## config.mk

```make
export PLATFORM = sky130hd
export DESIGN_NAME = vp_stream_core
export DESIGN_NICKNAME = d
export VERILOG_FILES = /design/src/rtl/vp_stream_core.sv
export SDC_FILE = /design/constraint.sdc
export NUM_CORES = 1
export LEC_CHECK = 0
export CELL_PAD_IN_SITES_DETAIL_PLACEMENT = 1
export CELL_PAD_IN_SITES_GLOBAL_PLACEMENT = 1
export CORE_AREA = 2 2 164 166
export DETAILED_ROUTE_END_ITERATION = 12
export DIE_AREA = 0 0 166 168
export PLACE_DENSITY = 0.88
export SYNTH_ARGS = -nofsm -noshare
export SYNTH_HDL_FRONTEND = slang
export SYNTH_SLANG_ARGS = --single-unit
```

## constraint.sdc

```tcl
create_clock -name i_clk -period 6.73 [get_ports i_clk]
set_input_delay 1.346 -clock i_clk [delete_from_list [all_inputs] [get_ports i_clk]]
set_output_delay 1.346 -clock i_clk [all_outputs]
set_load 0.1 [all_outputs]
```

## src/rtl/vp_stream_core.sv

```systemverilog
// vp_stream_core: RGB point-operation stage (pass/gray/invert-gray/threshold) with SOF/EOL tags and credit-guarded output FIFO
//   i_clk, i_rstn                 clock, synchronous active-low reset
//   i_mode, i_thresh              point operation (latched at SOF) and per-pixel threshold
//   i_data_valid, i_data          input pixel stream {R,G,B}; o_data_ready is registered
//   o_data_valid, o_data          FIFO head (show-ahead), popped by i_data_ready
//   o_sof, o_eol                  head pixel is line 0 col 0 / col RL-1
//   o_fill                        FIFO occupancy 0..DEPTH
//   o_frame_done                  pulse the cycle after the last pixel of a frame is accepted
module vp_stream_core #(
   parameter int DW      = 12,
   parameter int RL      = 640,
   parameter int NROWS   = 480,
   parameter int FIFO_AW = 4
) (
   input  logic                 i_clk,
   input  logic                 i_rstn,
   input  logic [1:0]           i_mode,
   input  logic [DW/3-1:0]      i_thresh,
   input  logic                 i_data_valid,
   output logic                 o_data_ready,
   input  logic [DW-1:0]        i_data,
   input  logic                 i_data_ready,
   output logic                 o_data_valid,
   output logic [DW-1:0]        o_data,
   output logic                 o_sof,
   output logic                 o_eol,
   output logic [FIFO_AW:0]     o_fill,
   output logic                 o_frame_done
);
   localparam int CW    = DW / 3;
   localparam int PW    = CW + 8;
   localparam int SW    = CW + 10;
   localparam int FW    = DW + 2;
   localparam int DEPTH = 2 ** FIFO_AW;
   localparam int XW    = RL > 1 ? $clog2(RL) : 1;
   localparam int YW    = NROWS > 1 ? $clog2(NROWS) : 1;
   localparam int KW    = FIFO_AW + 2;
   localparam logic [XW-1:0]      COL_LAST = XW'(RL - 1);
   localparam logic [YW-1:0]      ROW_LAST = YW'(NROWS - 1);
   localparam logic [FIFO_AW:0]   FULL     = (FIFO_AW + 1)'(DEPTH);

   logic [XW-1:0]      col_q, col_d;
   logic [YW-1:0]      row_q, row_d;
   logic [1:0]         mode_q, mode_d;
   logic               rdy_q, rdy_d, fd_q, fd_d;
   logic               v1_q, v1_d, v2_q, v2_d, v3_q, v3_d;
   logic [DW-1:0]      p1_q, p1_d, p2_q, p2_d, out3_q, out3_d;
   logic [PW-1:0]      r1_q, r1_d, g1_q, g1_d, b1_q, b1_d;
   logic [1:0]         m1_q, m1_d, m2_q, m2_d;
   logic [CW-1:0]      t1_q, t1_d, t2_q, t2_d, gray2_q, gray2_d;
   logic [1:0]         tag1_q, tag1_d, tag2_q, tag2_d, tag3_q, tag3_d;
   logic [FIFO_AW-1:0] wp_q, wp_d, rp_q, rp_d;
   logic [FIFO_AW:0]   fill_q, fill_d;
   logic [FW-1:0]      mem_q [DEPTH];
   logic               accept, sof_in, eol_in, last_row, push, pop;
   logic [SW-1:0]      sum;
   logic [KW-1:0]      credit;
   logic [FW-1:0]      head;

   always_comb begin
      accept   = i_data_valid && rdy_q;
      sof_in   = col_q == '0 && row_q == '0;
      eol_in   = col_q == COL_LAST;
      last_row = row_q == ROW_LAST;
      // push on full cannot happen while credits hold; the guard keeps the FIFO safe regardless
      push     = v3_q && fill_q != FULL;
      pop      = fill_q != '0 && i_data_ready;
      col_d    = accept ? (eol_in ? '0 : col_q + XW'(1)) : col_q;
      row_d    = (accept && eol_in) ? (last_row ? '0 : row_q + YW'(1)) : row_q;
      mode_d   = (accept && sof_in) ? i_mode : mode_q;
      fd_d     = accept && eol_in && last_row;
      // the SOF pixel itself already uses the newly sampled mode
      v1_d     = accept;
      p1_d     = i_data;
      r1_d     = PW'(i_data[DW-1 -: CW]) * PW'(77);
      g1_d     = PW'(i_data[2*CW-1 -: CW]) * PW'(150);
      b1_d     = PW'(i_data[CW-1:0]) * PW'(29);
      m1_d     = sof_in ? i_mode : mode_q;
      t1_d     = i_thresh;
      tag1_d   = {sof_in, eol_in};
      // coefficients sum to 256, so the shifted sum always fits in CW bits
      sum      = SW'(r1_q) + SW'(g1_q) + SW'(b1_q);
      v2_d     = v1_q;
      p2_d     = p1_q;
      gray2_d  = sum[CW+7:8];
      m2_d     = m1_q;
      t2_d     = t1_q;
      tag2_d   = tag1_q;
      v3_d     = v2_q;
      out3_d   = m2_q == 2'd0 ? p2_q :
                 m2_q == 2'd1 ? {3{gray2_q}} :
                 m2_q == 2'd2 ? ~{3{gray2_q}} :
                 {DW{gray2_q >= t2_q}};
      tag3_d   = tag2_q;
      wp_d     = push ? wp_q + FIFO_AW'(1) : wp_q;
      rp_d     = pop ? rp_q + FIFO_AW'(1) : rp_q;
      fill_d   = (push && !pop) ? fill_q + 1'b1 : (pop && !push) ? fill_q - 1'b1 : fill_q;
      // every pixel in the pipe already owns a FIFO slot
      credit   = KW'(fill_d) + KW'(v1_d) + KW'(v2_d) + KW'(v3_d);
      rdy_d    = credit < KW'(DEPTH);
   end

   always_ff @(posedge i_clk) begin
      if (!i_rstn) begin
         col_q   <= '0;
         row_q   <= '0;
         mode_q  <= '0;
         rdy_q   <= 1'b0;
         fd_q    <= 1'b0;
         v1_q    <= 1'b0;
         v2_q    <= 1'b0;
         v3_q    <= 1'b0;
         p1_q    <= '0;
         p2_q    <= '0;
         out3_q  <= '0;
         r1_q    <= '0;
         g1_q    <= '0;
         b1_q    <= '0;
         m1_q    <= '0;
         m2_q    <= '0;
         t1_q    <= '0;
         t2_q    <= '0;
         gray2_q <= '0;
         tag1_q  <= '0;
         tag2_q  <= '0;
         tag3_q  <= '0;
         wp_q    <= '0;
         rp_q    <= '0;
         fill_q  <= '0;
      end else begin
         col_q   <= col_d;
         row_q   <= row_d;
         mode_q  <= mode_d;
         rdy_q   <= rdy_d;
         fd_q    <= fd_d;
         v1_q    <= v1_d;
         v2_q    <= v2_d;
         v3_q    <= v3_d;
         p1_q    <= p1_d;
         p2_q    <= p2_d;
         out3_q  <= out3_d;
         r1_q    <= r1_d;
         g1_q    <= g1_d;
         b1_q    <= b1_d;
         m1_q    <= m1_d;
         m2_q    <= m2_d;
         t1_q    <= t1_d;
         t2_q    <= t2_d;
         gray2_q <= gray2_d;
         tag1_q  <= tag1_d;
         tag2_q  <= tag2_d;
         tag3_q  <= tag3_d;
         wp_q    <= wp_d;
         rp_q    <= rp_d;
         fill_q  <= fill_d;
      end
   end

   always_ff @(posedge i_clk) begin
      if (push) mem_q[wp_q] <= {tag3_q, out3_q};
   end

   // head is gated so stale storage never shows while the FIFO is empty
   always_comb begin
      head         = mem_q[rp_q];
      o_data_valid = fill_q != '0;
      o_data       = o_data_valid ? head[DW-1:0] : '0;
      o_sof        = o_data_valid && head[FW-1];
      o_eol        = o_data_valid && head[DW];
      o_data_ready = rdy_q;
      o_fill       = fill_q;
      o_frame_done = fd_q;
   end
endmodule

```

==> flow_summary.ini, run 1 <==
[critical_path]
cp_cell_sequence = buf_4 > mux4_2 > mux4_2 > and2_1 > clkdlybuf4s50_1
worstPathRequired_ns = 5.38
worstSetupStartpointType = register
crit_path_top_delay_cell = dfxtp_4
crit_family = buffers and inverters
cpMostUsedCell = mux4_2
cp_max_fo = 48
cp-end-kind = primary output
worstPathArrival_ns = 3.99
path_buf_inv = 2
max_stage_delay_ns = 0.98
path_class = register to primary output

[sta]
finalCriticalPeriod_ns = 5.340
slew_violations = 0
fmax_mhz = 187.3
hold_viol_final = 0
setup_viol = 0
rsz0062_at_grt = false
tns_ns = 0
period_share_pct = 79.35
tightest_slew_ns = 1.142
fin_skew_ns = 0.02131
relSlewSlack_pct = 23.77

[synthesis]
synth_area_um2 = 14510
synth_edf_count = 224
synth_top_cell_area_share_pct = 46.36
ys_seq_area_share_pct = 63.88
synthTopCellsByArea = edfxtp_1 (46%), dfxtp_1 (18%), mux4_2 (11%)
yosysUniqueCellTypes = 49
synth_area_per_cell_um2 = 15.26
ys_ff_latch = 351
yosys_warnings = 0
synth_top_cell_by_area = edfxtp_1
syn_inst = 951
syn-num-nets = 1056
async_reset_ff_share_pct = 0
yosys_most_used_dff = edfxtp_1
synth_commonest_cells = edfxtp_1 (224), dfxtp_1 (127), and2_1 (76)
synth_most_common_cell = edfxtp_1

[route]
met3_length_mm = 1.411
wirelength_met1_mm = 13.06
highest_layer = met4
vias = 7925
first_pass_iters = 5
wire_per_inst_um = 23.23
via_per_inst = 5.776
met2WireLength_mm = 16.51
wirelength_mm = 31.87
drcViolationCount = 0
drt-initial-drc-count = 440
drtAntennaViolNets = 0

[pwr]
p_switching_uw = 1561
peakVddDrop_mv = 0.2622
power.leakage_uw = 0.005969
power_uw = 5538
p_clk_share_pct = 37.1
seq_power_share_pct = 44.8
power_frac_comb_pct = 18.2
p_sw_share_pct = 28.18
p_per_area_nw_per_um2 = 335.7
p_int_uw = 3977

[floorplanning]
die_h_um = 168
row_count = 60
die_w_um = 166
dieArea_um2 = 27890
core_area_um2 = 26350
pin_count = 44
start_util_pct = 55.06

[clocking]
clockBufferDepth = 3
cts_setup_buffers = 0
cts.sinks = 351
cts_tree = done
ctsResizeCount = 0
htreeDepth = 2
clk_root_buffer_cell = clkbuf_16
cts_hold_buffers = 0
clkTransAtPathRegs_ns = 0.06
clk-insertion-delay-late_ns = 0.52
cts_buffers = 37

[place]
dp_hpwl_mm = 19.44
place.gp.congestion = 0.7792
placed_area_um2 = 15250
portBuffers = 43
placed_cells = 1304

[grt]
antenna_found_initial = 0
grt_pass1_wl_mm = 50.13
grt_max_degree = 64
grt_pass1_vias = 8626
track_usage_pct = 23.45
overflow = 0

[layout]
postLayoutCoreUtil_pct = 62.61
multi_input_area_um2 = 4890
nets = 1107
area_delta_synth_final_pct = 13.70
diodes = 0
ff_latch_area_um2 = 9274
fillers = 2410
drive_above_1_share_pct = 13.68
final_cells = 1372
design_area_um2 = 16500

[status]
status = finished clean

[run]
cap_viol_max_count = 0

[hold_path]
min_path_type = register to register
==> flip-flops by register name, summed over array words and instances, names as in the netlist, 2 cells and up, named ones only <==
name / flops
r1_q: 9
mem_q: 224
t1_q: 4
rp_q: 4
p1_q: 12
m2_q: 2
m1_q: 2
t2_q: 4
col_q: 10
mode_q: 2
g1_q: 10
out3_q: 12
tag1_q: 2
gray2_q: 4
row_q: 9
tag2_q: 2
o_fill: 5
p2_q: 12
tag3_q: 2
wp_q: 4
b1_q: 7
==> kinds of logic (layout without fill, tap and decap cells) <==
group                      after synthesis  in the layout  synth area share [%]
xor gates and xnor gates                41             41                 2.527
and+or+nand+nor                        230            230                 8.486
muxes                                   79             79                 11.49
buffers and inverters                   88            168                 2.415
DFF                                    351            351                 63.88
AOI/OAI and AO/OA                       79             79                 3.269
adders and majority gates               83             83                 7.934
==> per-layer routing <==
layer / up-vias / global-route usage, %
met5: - / 0
met2: 203 / 41.84
li1: 3607 / -
met3: 65 / 3.126
met4: 0 / 7.297
met1: 4050 / 30.08
==> path summary, 6_finish.rpt <==
path | slack (ns) | cells past startpoint | endpoint | start
max reg2reg | 3.64 | 11 | o_data_ready$_SDFF_PN0_ | o_fill[0]$_SDFF_PN0_
min reg2reg | 0.43 | 1 | p2_q[2]$_SDFF_PN0_ | p1_q[2]$_SDFF_PN0_
min | 0.43 | 1 | p2_q[2]$_SDFF_PN0_ | p1_q[2]$_SDFF_PN0_
max | 1.39 | 5 | o_data[1] | register
==> power groups by stage <==
stage,Combinational (uW),Clock [uW],Sequential (uW)
floorplan,795,0,2480
global placement,963,0,2520
detailed placement,997,0,2530
CTS,1020,2080,2480
global route,1080,2170,2500
finish,1010,2050,2480
==> per-stage QoR <==
stage	hold slack [ns]	setup WS (ns)
finish	0.4314	1.390
global route	0.4445	1.185
CTS	0.4343	1.304
detailed placement	0.4194	1.858
global placement	0.4141	1.971
floorplan	0.4119	1.805
==> worst reg2reg max path, delay by kind of cell (launching register included) <==
family	cells	cell delay [ns]
and+or+nand+nor	4	1.53
adders and majority gates	2	0.53
AOI/OAI and AO/OA	4	0.48
DFF	1	0.35
buffers and inverters	1	0.12
==> final cells by class <==
class	count	share of cell area (%)
inverter	52	1.183
tap	341	2.586
clock buffer	60	7.000
clock inverter	8	0.5385
timing repair buffer	48	2.837
multi-input combinational	512	29.64
sequential	351	56.22
==> placed cells by master (no fill, tap or decap), types with 4 or more instances in the layout <==
cell             instances
buf_4                    5
nor4_1                   6
clkbuf_8                10
clkbuf_16               39
a21o_1                   7
nand2_1                 28
nor2b_1                  4
xnor2_1                 19
nor3_1                   8
mux4_2                  70
nor2_1                  67
xor2_1                  21
and2_1                  76
ha_1                    68
o21bai_1                 5
nand3_1                  4
and4_1                   6
o21ai_0                 18
nand4_1                 11
clkbuf_1                11
edfxtp_1               224
clkdlybuf4s50_1         43
mux2i_1                  9
dfxtp_1                125
nand3b_1                 4
a21oi_1                 31
inv_1                   51
fa_1                    15
(Power assumes the default switching activity.)
==> inputs of run 2 (changes only) <==
--- a/config.mk
+++ b/config.mk
@@ -7,10 +7,10 @@
 export LEC_CHECK = 0
 export CELL_PAD_IN_SITES_DETAIL_PLACEMENT = 1
 export CELL_PAD_IN_SITES_GLOBAL_PLACEMENT = 1
-export CORE_AREA = 2 2 164 166
+export CORE_AREA = 2 2 171 173
 export DETAILED_ROUTE_END_ITERATION = 12
-export DIE_AREA = 0 0 166 168
-export PLACE_DENSITY = 0.88
+export DIE_AREA = 0 0 173 175
+export PLACE_DENSITY = 0.82
 export SYNTH_ARGS = -nofsm -noshare
 export SYNTH_HDL_FRONTEND = slang
 export SYNTH_SLANG_ARGS = --single-unit
==> constraint.sdc (replaced) <==
create_clock -name i_clk -period 5.15 [get_ports i_clk]
set_input_delay 1.03 -clock i_clk [delete_from_list [all_inputs] [get_ports i_clk]]
set_output_delay 1.03 -clock i_clk [all_outputs]
set_load 0.1 [all_outputs]
==> run 2 against run 1 <==
Effect of this change: power is 32% higher; count of clock-buffer cells in the layout shrank 7; critical path depth stayed put; register-to-register slack worse by 1.5 ns; sequential power rose by 29%; sequential share of layout area decreased by 0.39 points; non-clock buffer count up 1; combinational power increased by 35%; wire length is 0.79% lower; worst hold slack lost 0.00058 ns; sequential cell count unchanged; critical endpoint is now o_data[6]; largest cell class unchanged.
==> flow_summary.ini, run 2 (synthesis results as in run 1) <==
[status]
status = finished clean

[layout]
layout_commonest_cell = edfxtp_1
ff_latch_area_um2 = 9274
regMostFlops = mem_q
fillers = 2674
area_delta_synth_final_pct = 14.50
diodes = 0
multi_input_area_um2 = 4890
largest_reg_flops = 224
nets = 1108
drive_above_1_share_pct = 13.97
final_cell_mix = edfxtp_1 (224), dfxtp_1 (125), and2_1 (76)

[critical_path]
r2r-start = o_fill[1]$_SDFF_PN0_
crit_path_top_delay_cell = clkdlybuf4s50_1
worstSetupStartpointType = register
max_stage_delay_ns = 0.96
reg2reg_depth = 7
r2r-end = mem_q[4][4]$_DFFE_PP_
reg2reg_setup_slack_ns = 2.10
worstPathArrival_ns = 3.75
worstPathRequired_ns = 4.12
cp_max_fo = 28
path_class = register to primary output
cpMostUsedCell = mux4_2
cp-end-kind = primary output
cp_cell_sequence = buf_12 > mux4_2 > mux4_2 > and2_1 > clkdlybuf4s50_1

[route]
drt-initial-drc-count = 555
drtAntennaViolNets = 0
wire_per_inst_um = 22.35
vias = 7948
via_per_inst = 5.617
wirelength_mm = 31.62
first_pass_iters = 5
drcViolationCount = 0

[hold_path]
hold_end = tag2_q[1]$_SDFF_PN0_
min_path_type = register to register
min_path_cells = 1
min-delay-start = tag1_q[1]$_SDFF_PN0_

[run]
cap_viol_max_count = 0

[floorplanning]
dieArea_um2 = 30280
start_util_pct = 51.10
pin_count = 44
core_area_um2 = 28390
row_count = 62
die_h_um = 175
die_w_um = 173

[pwr]
power_frac_comb_pct = 18.6
peakVddDrop_mv = 0.2388
p_sw_share_pct = 27.55
p_switching_uw = 2019
p_per_area_nw_per_um2 = 441.0
p_int_uw = 5308
seq_power_share_pct = 43.5
p_clk_share_pct = 38.0
power.leakage_uw = 0.006010

[clocking]
cts_hold_buffers = 0
cts_buffers = 37
cts_tree = done
clkTransAtPathRegs_ns = 0.06
ctsResizeCount = 0
cts.sinks = 351
clockBufferDepth = 3
htreeDepth = 2
clk_root_buffer_cell = clkbuf_16
clk-insertion-delay-late_ns = 0.52
cts_setup_buffers = 0

[sta]
slew_violations = 0
period_share_pct = 92.87
rsz0062_at_grt = false
tightest_slew_ns = 1.181
worst_slack_ns = 0.3673
tns_ns = 0
relSlewSlack_pct = 21.27
fin_skew_ns = 0.02158
finalCriticalPeriod_ns = 4.783
setup_viol = 0
hold_viol_final = 0
fmax_mhz = 209.1

[grt]
overflow = 0
grt_pass1_wl_mm = 49.80
antenna_found_initial = 0
grt_pass1_vias = 8571
grt_max_degree = 59
track_usage_pct = 21.52

[place]
dp_slack_ns = 0.9086
place.gp.congestion = 0.7543
dp_hpwl_mm = 19.67
portBuffers = 43
-- run 2: worst max path at each step --
stage	endpoint	from	cells past startpoint	slack, ns
after detailed placement	o_data[2]	register	5	0.91
final	o_data[6]	register	5	0.37
after global routing	o_data[6]	register	5	0.21
after floorplan	o_data[10]	o_fill[0]$_SDFF_PN0_	6	0.54
after CTS	o_data[6]	register	5	0.28
after global placement	o_data[2]	register	5	0.95
-- run 2: stage by stage --
stage	power (uW)	area [um2]	util (%)	instances	hold slack [ns]
2_1_floorplan	4282	14510	-	951	0.4119
3_3_place_gp	4565	15330	54.01	1348	0.4161
3_5_place_dp	4614	15330	54.01	1348	0.4199
4_1_cts	7396	16610	58.51	1415	0.4335
5_1_grt	7602	16610	58.51	1415	0.4346
6_report	7326	16610	58.51	1415	0.4309
-- run 2: worst max-delay path: cells and delay by family, from the launching register on --
kind                   cells  cell delay, ns
flip-flops                 1            0.69
AND/OR/NAND/NOR            1            0.17
multiplexers               2            1.07
buffers and inverters      2            1.26
-- run 2: layer usage --
metal,GRT usage (%),wire [um],up-vias
li1,-,-,3610
met1,26.75,12890,4108
met2,39.60,16830,177
met3,2.894,1172,53
met4,5.756,723,0
met5,0,0,-
-- run 2: final cells by class --
cell class | instances | share of cell area [%]
clock buffers | 53 | 6.424
clock inverters | 14 | 1.273
repair buffers | 49 | 2.982
well taps | 384 | 2.892
flip-flops and latches | 351 | 55.82
multi-input cells | 512 | 29.43
inverters | 52 | 1.175
-- run 2: power groups by stage --
stage,Sequential (uW),Combinational (uW),Clock (uW)
final,3190,1360,2780
after floorplan,3240,1040,0
after detailed placement,3250,1360,0
after global placement,3240,1320,0
after CTS,3190,1380,2830
after global routing,3210,1460,2930
